==> config.mk <==
export PLATFORM = sky130hd
export DESIGN_NAME = funct_generator_ctrl_flat
export DESIGN_NICKNAME = d
export VERILOG_FILES = /design/src/rtl/funct_generator_ctrl_if.sv /design/src/rtl/funct_generator_ctrl.sv /design/src/flat_wrapper.sv
export SDC_FILE = /design/constraint.sdc
export NUM_CORES = 1
export LEC_CHECK = 0
export BUFFER_PORTS_ARGS = -buffer_cell sky130_fd_sc_hd__clkbuf_2
export CORE_AREA = 3 3 118 120
export DETAILED_ROUTE_END_ITERATION = 7
export DIE_AREA = 0 0 121 123
export PLACE_DENSITY_LB_ADDON = 0.08
export SLEW_MARGIN = 20
export SYNTH_ARGS = -nofsm -noshare
export SYNTH_HDL_FRONTEND = slang
export SYNTH_SLANG_ARGS = --single-unit
==> constraint.sdc <==
create_clock -name clk -period 7.15 [get_ports clk]
set_clock_uncertainty 0.15 [all_clocks]
set_input_delay 0 -clock clk [delete_from_list [all_inputs] [get_ports clk]]
set_output_delay 0 -clock clk [all_outputs]
set_load 0.005 [all_outputs]
==> src/rtl/funct_generator_ctrl_if.sv <==
// Bus between the function-generator sequencer and its controller/FIFO side.
//   master : drives start/stop, waveform configuration and fifo_full;
//            observes fifo_wr_en, fifo_wdata, busy and done.
//   slave  : the sequencer itself (funct_generator_ctrl).
interface funct_generator_ctrl_if #(
  parameter int DATA_WIDTH = 8,
  parameter int CNT_WIDTH  = 16
);
  logic                  start;
  logic                  stop;
  logic [1:0]            wave_sel;
  logic [CNT_WIDTH-1:0]  period;
  logic [DATA_WIDTH-1:0] amplitude;
  logic [DATA_WIDTH-1:0] step;
  logic [CNT_WIDTH-1:0]  num_samples;
  logic                  fifo_full;
  logic                  fifo_wr_en;
  logic [DATA_WIDTH-1:0] fifo_wdata;
  logic                  busy;
  logic                  done;

  modport master (
    output start, stop, wave_sel, period, amplitude, step, num_samples, fifo_full,
    input  fifo_wr_en, fifo_wdata, busy, done
  );

  modport slave (
    input  start, stop, wave_sel, period, amplitude, step, num_samples, fifo_full,
    output fifo_wr_en, fifo_wdata, busy, done
  );
endinterface

==> src/rtl/funct_generator_ctrl.sv <==
// Function-generator sequencer. Latches a waveform configuration in LOAD,
// then emits one sample per cycle into the downstream FIFO while it is not
// full. Square, sawtooth, triangle and DC; continuous or fixed sample count.
// Ports:
//   clk  - clock
//   rst  - asynchronous reset, active-high
//   bus  - funct_generator_ctrl_if.slave (start/stop, config, FIFO write, status)
//
// state | meaning
// IDLE  | waiting for start
// LOAD  | latch config, clear phase/accumulator/count (1 cycle)
// RUN   | write one sample per cycle unless fifo_full or stop
// DONE  | num_samples written, done pulse (1 cycle)
module funct_generator_ctrl #(
  parameter int DATA_WIDTH = 8,
  parameter int CNT_WIDTH  = 16
) (
  input logic clk,
  input logic rst,
  funct_generator_ctrl_if.slave bus
);

  localparam logic [1:0] WAVE_SQUARE = 2'b00;
  localparam logic [1:0] WAVE_SAW    = 2'b01;
  localparam logic [1:0] WAVE_TRI    = 2'b10;
  localparam logic [1:0] WAVE_DC     = 2'b11;

  typedef enum logic [1:0] {S_IDLE, S_LOAD, S_RUN, S_DONE} state_t;

  state_t state, state_nx;

  logic [1:0]            cfg_wave;
  logic [CNT_WIDTH-1:0]  cfg_period;
  logic [DATA_WIDTH-1:0] cfg_amp;
  logic [DATA_WIDTH-1:0] cfg_step;
  logic [CNT_WIDTH-1:0]  cfg_num;

  logic [CNT_WIDTH-1:0]  p, n;
  logic [DATA_WIDTH-1:0] v, wdata;

  logic                  wr_en;
  logic [CNT_WIDTH-1:0]  n_inc, p_nx, h;
  logic [DATA_WIDTH:0]   sum, diff, dsat;
  logic [DATA_WIDTH-1:0] v_nx, s_nx, s_init;

  function automatic logic [DATA_WIDTH-1:0] clip(input logic [DATA_WIDTH:0]   x,
                                                 input logic [DATA_WIDTH-1:0] lim);
    return (x > {1'b0, lim}) ? lim : x[DATA_WIDTH-1:0];
  endfunction

  always_ff @(posedge clk or posedge rst) begin
    if (rst) state <= S_IDLE;
    else     state <= state_nx;
  end

  always_comb begin
    state_nx = state;
    wr_en    = 1'b0;
    bus.busy = 1'b1;
    bus.done = 1'b0;
    case (state)
      S_IDLE: begin
        bus.busy = 1'b0;
        if (bus.start) state_nx = S_LOAD;
      end
      S_LOAD: begin
        state_nx = bus.stop ? S_IDLE : S_RUN;
      end
      S_RUN: begin
        if (bus.stop) begin
          state_nx = S_IDLE;
        end else if (!bus.fifo_full) begin
          wr_en = 1'b1;
          if (cfg_num != '0 && n_inc == cfg_num) state_nx = S_DONE;
        end
      end
      S_DONE: begin
        bus.done = 1'b1;
        state_nx = S_IDLE;
      end
      default: state_nx = S_IDLE;
    endcase
  end

  assign bus.fifo_wr_en = wr_en;
  assign bus.fifo_wdata = wdata;

  // Next-sample datapath: everything is evaluated for the phase that follows
  // the current write, so wdata always holds the sample for the current p.
  always_comb begin
    n_inc = n + CNT_WIDTH'(1);
    h     = {1'b0, cfg_period[CNT_WIDTH-1:1]};
    p_nx  = (p == cfg_period - CNT_WIDTH'(1)) ? '0 : p + CNT_WIDTH'(1);
    sum   = {1'b0, v} + {1'b0, cfg_step};
    diff  = {1'b0, v} - {1'b0, cfg_step};
    dsat  = diff[DATA_WIDTH] ? '0 : diff;   // borrow out means v < step

    v_nx = '0;
    case (cfg_wave)
      WAVE_SAW: v_nx = (p_nx == '0) ? '0 : clip(sum, cfg_amp);
      WAVE_TRI: v_nx = (p_nx == '0) ? '0 :
                       (p_nx < h)   ? clip(sum, cfg_amp) : clip(dsat, cfg_amp);
      default:  v_nx = '0;
    endcase

    s_nx = v_nx;
    case (cfg_wave)
      WAVE_SQUARE: s_nx = (p_nx < h) ? cfg_amp : '0;
      WAVE_DC:     s_nx = cfg_amp;
      default:     s_nx = v_nx;
    endcase

    // Phase 0 sample taken straight from the inputs being latched in LOAD;
    // h is at least 1, so square starts high.
    s_init = '0;
    case (bus.wave_sel)
      WAVE_SQUARE, WAVE_DC: s_init = bus.amplitude;
      default:              s_init = '0;
    endcase
  end

  always_ff @(posedge clk or posedge rst) begin
    if (rst) begin
      cfg_wave   <= '0;
      cfg_period <= '0;
      cfg_amp    <= '0;
      cfg_step   <= '0;
      cfg_num    <= '0;
      p          <= '0;
      n          <= '0;
      v          <= '0;
      wdata      <= '0;
    end else if (state == S_LOAD) begin
      cfg_wave   <= bus.wave_sel;
      cfg_period <= (bus.period < CNT_WIDTH'(2)) ? CNT_WIDTH'(2) : bus.period;
      cfg_amp    <= bus.amplitude;
      cfg_step   <= bus.step;
      cfg_num    <= bus.num_samples;
      p          <= '0;
      n          <= '0;
      v          <= '0;
      wdata      <= s_init;
    end else if (wr_en) begin
      n          <= n_inc;
      p          <= p_nx;
      v          <= v_nx;
      wdata      <= s_nx;
    end
  end

endmodule

==> src/flat_wrapper.sv <==
// flat-port wrapper written by rule: the top's interface ports become plain ports
module funct_generator_ctrl_flat 
#(
  parameter int DATA_WIDTH = 8,
  parameter int CNT_WIDTH  = 16
)
  (clk, rst, bus_start, bus_stop, bus_wave_sel, bus_period, bus_amplitude, bus_step, bus_num_samples, bus_fifo_full, bus_fifo_wr_en, bus_fifo_wdata, bus_busy, bus_done);
  funct_generator_ctrl_if #(.DATA_WIDTH(DATA_WIDTH), .CNT_WIDTH(CNT_WIDTH)) bus_i ();
  input logic clk;
  input logic rst;
  input wire logic [$bits(bus_i.start)-1:0] bus_start;
  input wire logic [$bits(bus_i.stop)-1:0] bus_stop;
  input wire logic [$bits(bus_i.wave_sel)-1:0] bus_wave_sel;
  input wire logic [$bits(bus_i.period)-1:0] bus_period;
  input wire logic [$bits(bus_i.amplitude)-1:0] bus_amplitude;
  input wire logic [$bits(bus_i.step)-1:0] bus_step;
  input wire logic [$bits(bus_i.num_samples)-1:0] bus_num_samples;
  input wire logic [$bits(bus_i.fifo_full)-1:0] bus_fifo_full;
  output wire logic [$bits(bus_i.fifo_wr_en)-1:0] bus_fifo_wr_en;
  output wire logic [$bits(bus_i.fifo_wdata)-1:0] bus_fifo_wdata;
  output wire logic [$bits(bus_i.busy)-1:0] bus_busy;
  output wire logic [$bits(bus_i.done)-1:0] bus_done;
  assign bus_i.start = bus_start;
  assign bus_i.stop = bus_stop;
  assign bus_i.wave_sel = bus_wave_sel;
  assign bus_i.period = bus_period;
  assign bus_i.amplitude = bus_amplitude;
  assign bus_i.step = bus_step;
  assign bus_i.num_samples = bus_num_samples;
  assign bus_i.fifo_full = bus_fifo_full;
  assign bus_fifo_wr_en = bus_i.fifo_wr_en;
  assign bus_fifo_wdata = bus_i.fifo_wdata;
  assign bus_busy = bus_i.busy;
  assign bus_done = bus_i.done;
  funct_generator_ctrl #(.DATA_WIDTH(DATA_WIDTH), .CNT_WIDTH(CNT_WIDTH)) u_core (.clk(clk), .rst(rst), .bus(bus_i));
endmodule
==> results of run 1 <==
[registers in the layout, summed over array words and instances, names as in the netlist]
name	cells
u_core.bus.fifo_wdata	8
u_core.cfg_amp	8
u_core.cfg_num	16
u_core.cfg_period	16
u_core.cfg_step	8
u_core.cfg_wave	2
u_core.n	16
u_core.p	16
u_core.state	2
u_core.v	8
[worst paths after layout]
check	start	to	slack (ns)	depth (start not counted)
worst min-delay path	rst	u_core.n[12]	0.14	3
worst max-delay path	u_core.cfg_period[1]	u_core.v[1]	1.60	18
min in group clk	bus_stop	u_core.state[1]	0.18	3
worst max register to register	u_core.cfg_period[1]	u_core.v[1]	1.60	18
worst min register to register	u_core.cfg_step[0]	u_core.cfg_step[0]	0.37	2
max in group asynchronous	rst	u_core.cfg_wave[1]	5.59	4
[final cells by class]
class                           instances  area (um2)  area share
Clock buffer                           10         229      0.0257
Clock inverter                          5        67.6     0.00758
Inverter                               48         183      0.0205
Multi-Input combinational cell        737        4790       0.537
Sequential cell                       100        2500       0.281
Tap cell                              176         220      0.0247
Timing Repair Buffer                  127         923       0.104
[layer usage]
layer / track usage / share of wire / up-vias
li1: - / - / 3494
met1: 0.434 / 0.45 / 3465
met2: 0.464 / 0.45 / 314
met3: 0.0471 / 0.078 / 33
met4: 0.0928 / 0.022 / 0
met5: 0 / 0 / -
[synth_stat cells, types with 8 or more instances]
cell / number
nand2b_1: 14
mux2i_1: 16
nor4_1: 25
a21oi_1: 39
nor3_1: 31
xnor2_1: 42
nand3_1: 22
and2_1: 9
nand2_1: 159
and3_1: 8
inv_1: 47
xor2_1: 23
o21ai_0: 85
dfrtp_1: 100
o31ai_1: 8
nand4_1: 17
clkbuf_1: 41
nor2_1: 47
ha_1: 53
[critical path, cell delays in order (launching register included)]
cell	delay [ns]
dfrtp_1	0.41
inv_1	0.12
ha_1	0.21
nand2b_1	0.13
o31a_2	0.29
or4b_1	0.53
a211o_1	0.31
nor4_2	0.22
buf_4	0.43
nor2_1	0.10
ha_1	0.30
a21oi_1	0.20
o211ai_1	0.13
o2111ai_1	0.11
o221a_2	0.22
or4b_4	0.50
a21oi_4	0.52
mux2_2	0.41
o221ai_1	0.16
[cells by family after synthesis]
logic type	synth area share
AO/OA/AOI/OAI	0.185
XOR/XNOR	0.0772
adder cells (fa/ha/maj)	0.0918
buffers and inverters	0.0513
flip-flops	0.327
multiplexers	0.0282
AND/OR/NAND/NOR	0.240
[power by group through the flow]
stage / logic (W) / registers [W] / clock network, W
6_report: 0.00102 / 0.000781 / 0.000511
3_3_place_gp: 0.000951 / 0.000784 / 0
3_5_place_dp: 0.000980 / 0.000787 / 0
4_1_cts: 0.00101 / 0.000778 / 0.000523
5_1_grt: 0.00114 / 0.000795 / 0.000543
2_1_floorplan: 0.000733 / 0.000753 / 0
[per-stage QoR]
stage	cells	total power [W]	util	setup WS [ns]	instance area (um2)
2_1_floorplan	936	0.00149	-	1.90	7660
4_1_cts	1203	0.00231	0.681	1.64	8910
5_1_grt	1203	0.00248	0.681	1.25	8910
3_3_place_gp	1135	0.00173	0.618	1.86	8090
6_report	1203	0.00232	0.681	1.60	8910
3_5_place_dp	1135	0.00177	0.618	1.65	8090
==> out/metrics.yaml, run 1 <==
place:
  hpwl_um: 15400
  portBuffers: 65
  gp_congestion: 1.00
job:
  max_cap_violations: 0
synth:
  synth_cells: 936
  ys_seq_area_frac: 0.327
  synth_edf_count: 0
  synthArstFlopShare: 1.00
  synth.avg_cell_area_um2: 8.19
  ys_ff_latch: 100
  yosysWarnings: 0
  syn_area_um2: 7660
  synth.net_count: 1046
  synth_top_area_frac: 0.327
  netlist_top_cells_area: "dfrtp_1, ha_1, nand2_1"
  yosysUniqueCellTypes: 80
  synth_flop_cell: "dfrtp_1"
  yosysTopAreaCell: "dfrtp_1"
die:
  ios: 66
  die_x_um: 121
  fp.dieH_um: 123
  fp.dieArea_um2: 14900
  core-area_um2: 13100
  initial_core_util: 0.586
  rows: 42
cts:
  clock-sinks: 100
  cts_setup_buffers: 0
  numCtsBuffers: 9
  clock_latency_ns: 0.36
  hold_buffers: 53
  clk_pin_slew_ns: 0.07
  clockRootBuffer: "clkbuf_16"
  cts_tree: "built"
  cts_resized: 0
  clockBufferDepth: 2
  htreeDepth: 3
timing:
  fin_setup_tns_ns: 0
  setup_viol: 0
  hold_viol_final: 0
  fin_crit_sh: 0.777
  whs_ns: 0.138
  max_freq_mhz: 180
  min_period_ns: 5.55
  slew_headroom: 0.290
  rsz0062_at_grt: "no"
  worst_slew_pin_slew_ns: 1.07
  final-max-slew-violation-count: 0
layout:
  n_antenna_cell: 0
  n_fill_cell: 1062
  final_cell_mix: "nand2_1, dfrtp_1, o21ai_0"
  final_common_cell: "nand2_1"
  post_route_cells_drive_above_1_share: 0.110
  nets: 1133
  area_growth_pct: 16.3
power_and_ir_drop:
  seqPwrFrac: 0.337
  p_int_w: 0.00136
  comb_power_share: 0.442
  p_per_area_nw_per_um2: 260
  power.leakage_nw: 4.00
  p_clk_frac: 0.221
  vdd_drop_max_mv: 0.160
  switching_share: 0.414
  p_sw_w: 0.000958
global_routing:
  grt_pass1_wl_um: 35400
  grt_max_degree: 86
  grt_pass1_vias: 7026
  antenna_found_initial: 0
  track_usage: 0.300
  grt_overflow_total: 0
setup_path:
  required_ns: 7.27
  path_class: "register to register"
  startpoint_type: "register"
  endpoint_kind: "register"
  crit_fanout: 40
  cp_data_arrival_time_ns: 5.67
route:
  dr_total_vias: 7306
  vias_per_cell: 6.07
  dr.pass1.iters: 5
  drc_errors: 0
  drtIter0Drc: 662
  antenna_left: 0
  wire_per_inst_um: 17.9
  wirelength_um: 21500
hold_path:
  holdCritPathClass: "input pin to async pin"
status:
  status: "completed"
Note: power is estimated with default switching activity, not from simulation.
==> run 2, diff against run 1 <==
==> constraint.sdc (replaced) <==
create_clock -name clk -period 5.7 [get_ports clk]
set_clock_uncertainty 0.15 [all_clocks]
set_input_delay 0 -clock clk [delete_from_list [all_inputs] [get_ports clk]]
set_output_delay 0 -clock clk [all_outputs]
set_load 0.005 [all_outputs]
==> out/metrics.yaml, run 2 (synthesis results as in run 1) <==
cts:
  cts_setup_buffers: 0  # unchanged
  htreeDepth: 3  # unchanged
  numCtsBuffers: 9  # unchanged
  clk_pin_slew_ns: 0.07  # about the same
  clock_latency_ns: 0.36  # about the same
  clockRootBuffer: "clkbuf_16"
  cts_tree: "built"
  clock-sinks: 100  # unchanged
  clockBufferDepth: 2  # unchanged
place:
  hpwl_um: 15300  # -0.62%
  portBuffers: 65  # unchanged
  dp_worst_setup_slack_ns: 0.383  # -1.27 ns
  gp_congestion: 0.943  # -6.1%
setup_path:
  ff2ff_path_depth: 19  # +1
  path_class: "register to register"
  endpoint_kind: "register"
  r2r_slack_ns: 0.38  # -1.21 ns
  startpoint_type: "register"
  required_ns: 5.78  # -1.49 ns
  crit_fanout: 40  # unchanged
  cp_data_arrival_time_ns: 5.40  # -0.27 ns
layout:
  post-route-util: 0.682  # about the same
  area_growth_pct: 16.4  # about the same
  nets: 1134  # +0.088%
  n_antenna_cell: 0  # unchanged
  final_common_cell: "nand2_1"
  post_route_cells_drive_above_1_share: 0.113  # +0.00270
  n_fill_cell: 1087  # +2.4%
  final_cell_mix: "nand2_1, dfrtp_1, o21ai_0"
timing:
  min_period_ns: 5.32  # -0.239 ns
  hold_viol_final: 0  # unchanged
  rsz0062_at_grt: "no"
  final-max-slew-violation-count: 0  # unchanged
  worst_slew_pin_slew_ns: 1.08  # +0.0154 ns
  slew_headroom: 0.279  # -0.0103
  setup_viol: 0  # unchanged
  setup_ws_ns: 0.384  # -1.21 ns
  fin_setup_tns_ns: 0  # unchanged
  fin_crit_sh: 0.933  # +0.156
  max_freq_mhz: 188  # +4.5%
route:
  wl_met1_um: 9770  # about the same
  wl_met2_um: 9540  # -0.80%
  drtIter0Drc: 536  # -19%
  wl_met3_um: 1470  # -13%
  antenna_left: 0  # unchanged
  vias_per_cell: 6.01  # -1.0%
  dr_total_vias: 7242  # -0.88%
  drc_errors: 0  # unchanged
  wire_per_inst_um: 17.5  # -2.3%
  wirelength_um: 21100  # -2.1%
  dr.pass1.iters: 5  # unchanged
  top_layer_used: "met4"
hold_path:
  holdCritPathClass: "input pin to async pin"
die:
  core-area_um2: 13100  # unchanged
  fp.dieH_um: 123  # unchanged
  rows: 42  # unchanged
  die_x_um: 121  # unchanged
  ios: 66  # unchanged
  fp.dieArea_um2: 14900  # unchanged
  initial_core_util: 0.586  # unchanged
global_routing:
  antenna_found_initial: 0  # unchanged
  grt_pass1_vias: 6980  # -0.65%
  grt_max_degree: 87  # +1.2%
  grt_pass1_wl_um: 34900  # -1.4%
  track_usage: 0.294  # -0.00587
  grt_overflow_total: 0  # unchanged
job:
  max_cap_violations: 0  # unchanged
power_and_ir_drop:
  power.leakage_nw: 4.00  # about the same
  p_per_area_nw_per_um2: 321  # +24%
  vdd_drop_max_mv: 0.217  # +36%
status:
  status: "completed"
==> run 2: cell count changes in the layout (fill, tap and decap cells not counted) <==
cell	previous run	this run
bufinv_16	1	0
inv_8	1	0
clkinvlp_4	0	1
buf_6	0	1
clkbuf_8	0	1
o311ai_1	1	2
clkbuf_1	1	0
o311ai_0	2	1
clkinv_2	0	1
clkinv_8	0	1
==> run 2: worst paths after layout <==
path | start | to
worst max-delay path | u_core.cfg_period[1] | u_core.bus.fifo_wdata[2]
worst min-delay path | rst | u_core.n[11]
worst max register to register | u_core.cfg_period[1] | u_core.bus.fifo_wdata[2]
worst min register to register | u_core.cfg_num[2] | u_core.cfg_num[2]
max in group asynchronous | rst | u_core.v[3]
min in group clk | bus_stop | u_core.state[1]
==> run 2: layer usage <==
layer,up-vias,global-route usage
li1,3503,-
met1,3425,0.417
met2,283,0.462
met3,31,0.0595
met4,0,0.0786
met5,-,0
==> run 2: cell type report <==
type | instances | area [um2] | share of cell area
clock buffer | 10 | 239 | 0.0268
clock inverter | 6 | 55.1 | 0.00617
inverter | 48 | 183 | 0.0205
multi-input combinational | 737 | 4790 | 0.537
sequential | 100 | 2500 | 0.280
tap | 176 | 220 | 0.0247
timing repair buffer | 128 | 935 | 0.105
==> run 2: timing repair <==
item,CTS,global route
hold endpoints to repair,98,0
setup endpoints to repair,0,2
hold buffers,53,0
resized for setup,0,1
==> run 2: power by group <==
group | internal, W | total, W | switching (W)
sequential | 0.000832 | 0.000979 | 0.000147
combinational | 0.000519 | 0.00127 | 0.000750
clock | 0.000316 | 0.000617 | 0.000301
==> run 2: critical path, cell delays in order, from the launching register on <==
cell,delay (ns)
dfrtp_1,0.41
inv_1,0.12
ha_1,0.21
nand2b_1,0.13
o31a_2,0.30
or4b_1,0.51
a211o_1,0.31
nor4_2,0.25
buf_6,0.33
nor2_1,0.09
ha_1,0.32
a21oi_1,0.18
o211ai_1,0.12
o2111ai_1,0.11
o221a_2,0.22
or4b_4,0.50
a21oi_4,0.33
buf_4,0.24
mux2i_1,0.22
a32oi_1,0.11
==> run 2: stage by stage <==
step | instances | hold WS [ns] | area (um2) | total power, W
after floorplan | 936 | -0.0869 | 7660 | 0.00186
after global placement | 1136 | -0.0946 | 8100 | 0.00217
after detailed placement | 1136 | -0.0852 | 8100 | 0.00220
after CTS | 1205 | 0.0717 | 8920 | 0.00286
after global routing | 1205 | 0.110 | 8920 | 0.00308
final | 1205 | 0.0687 | 8920 | 0.00287
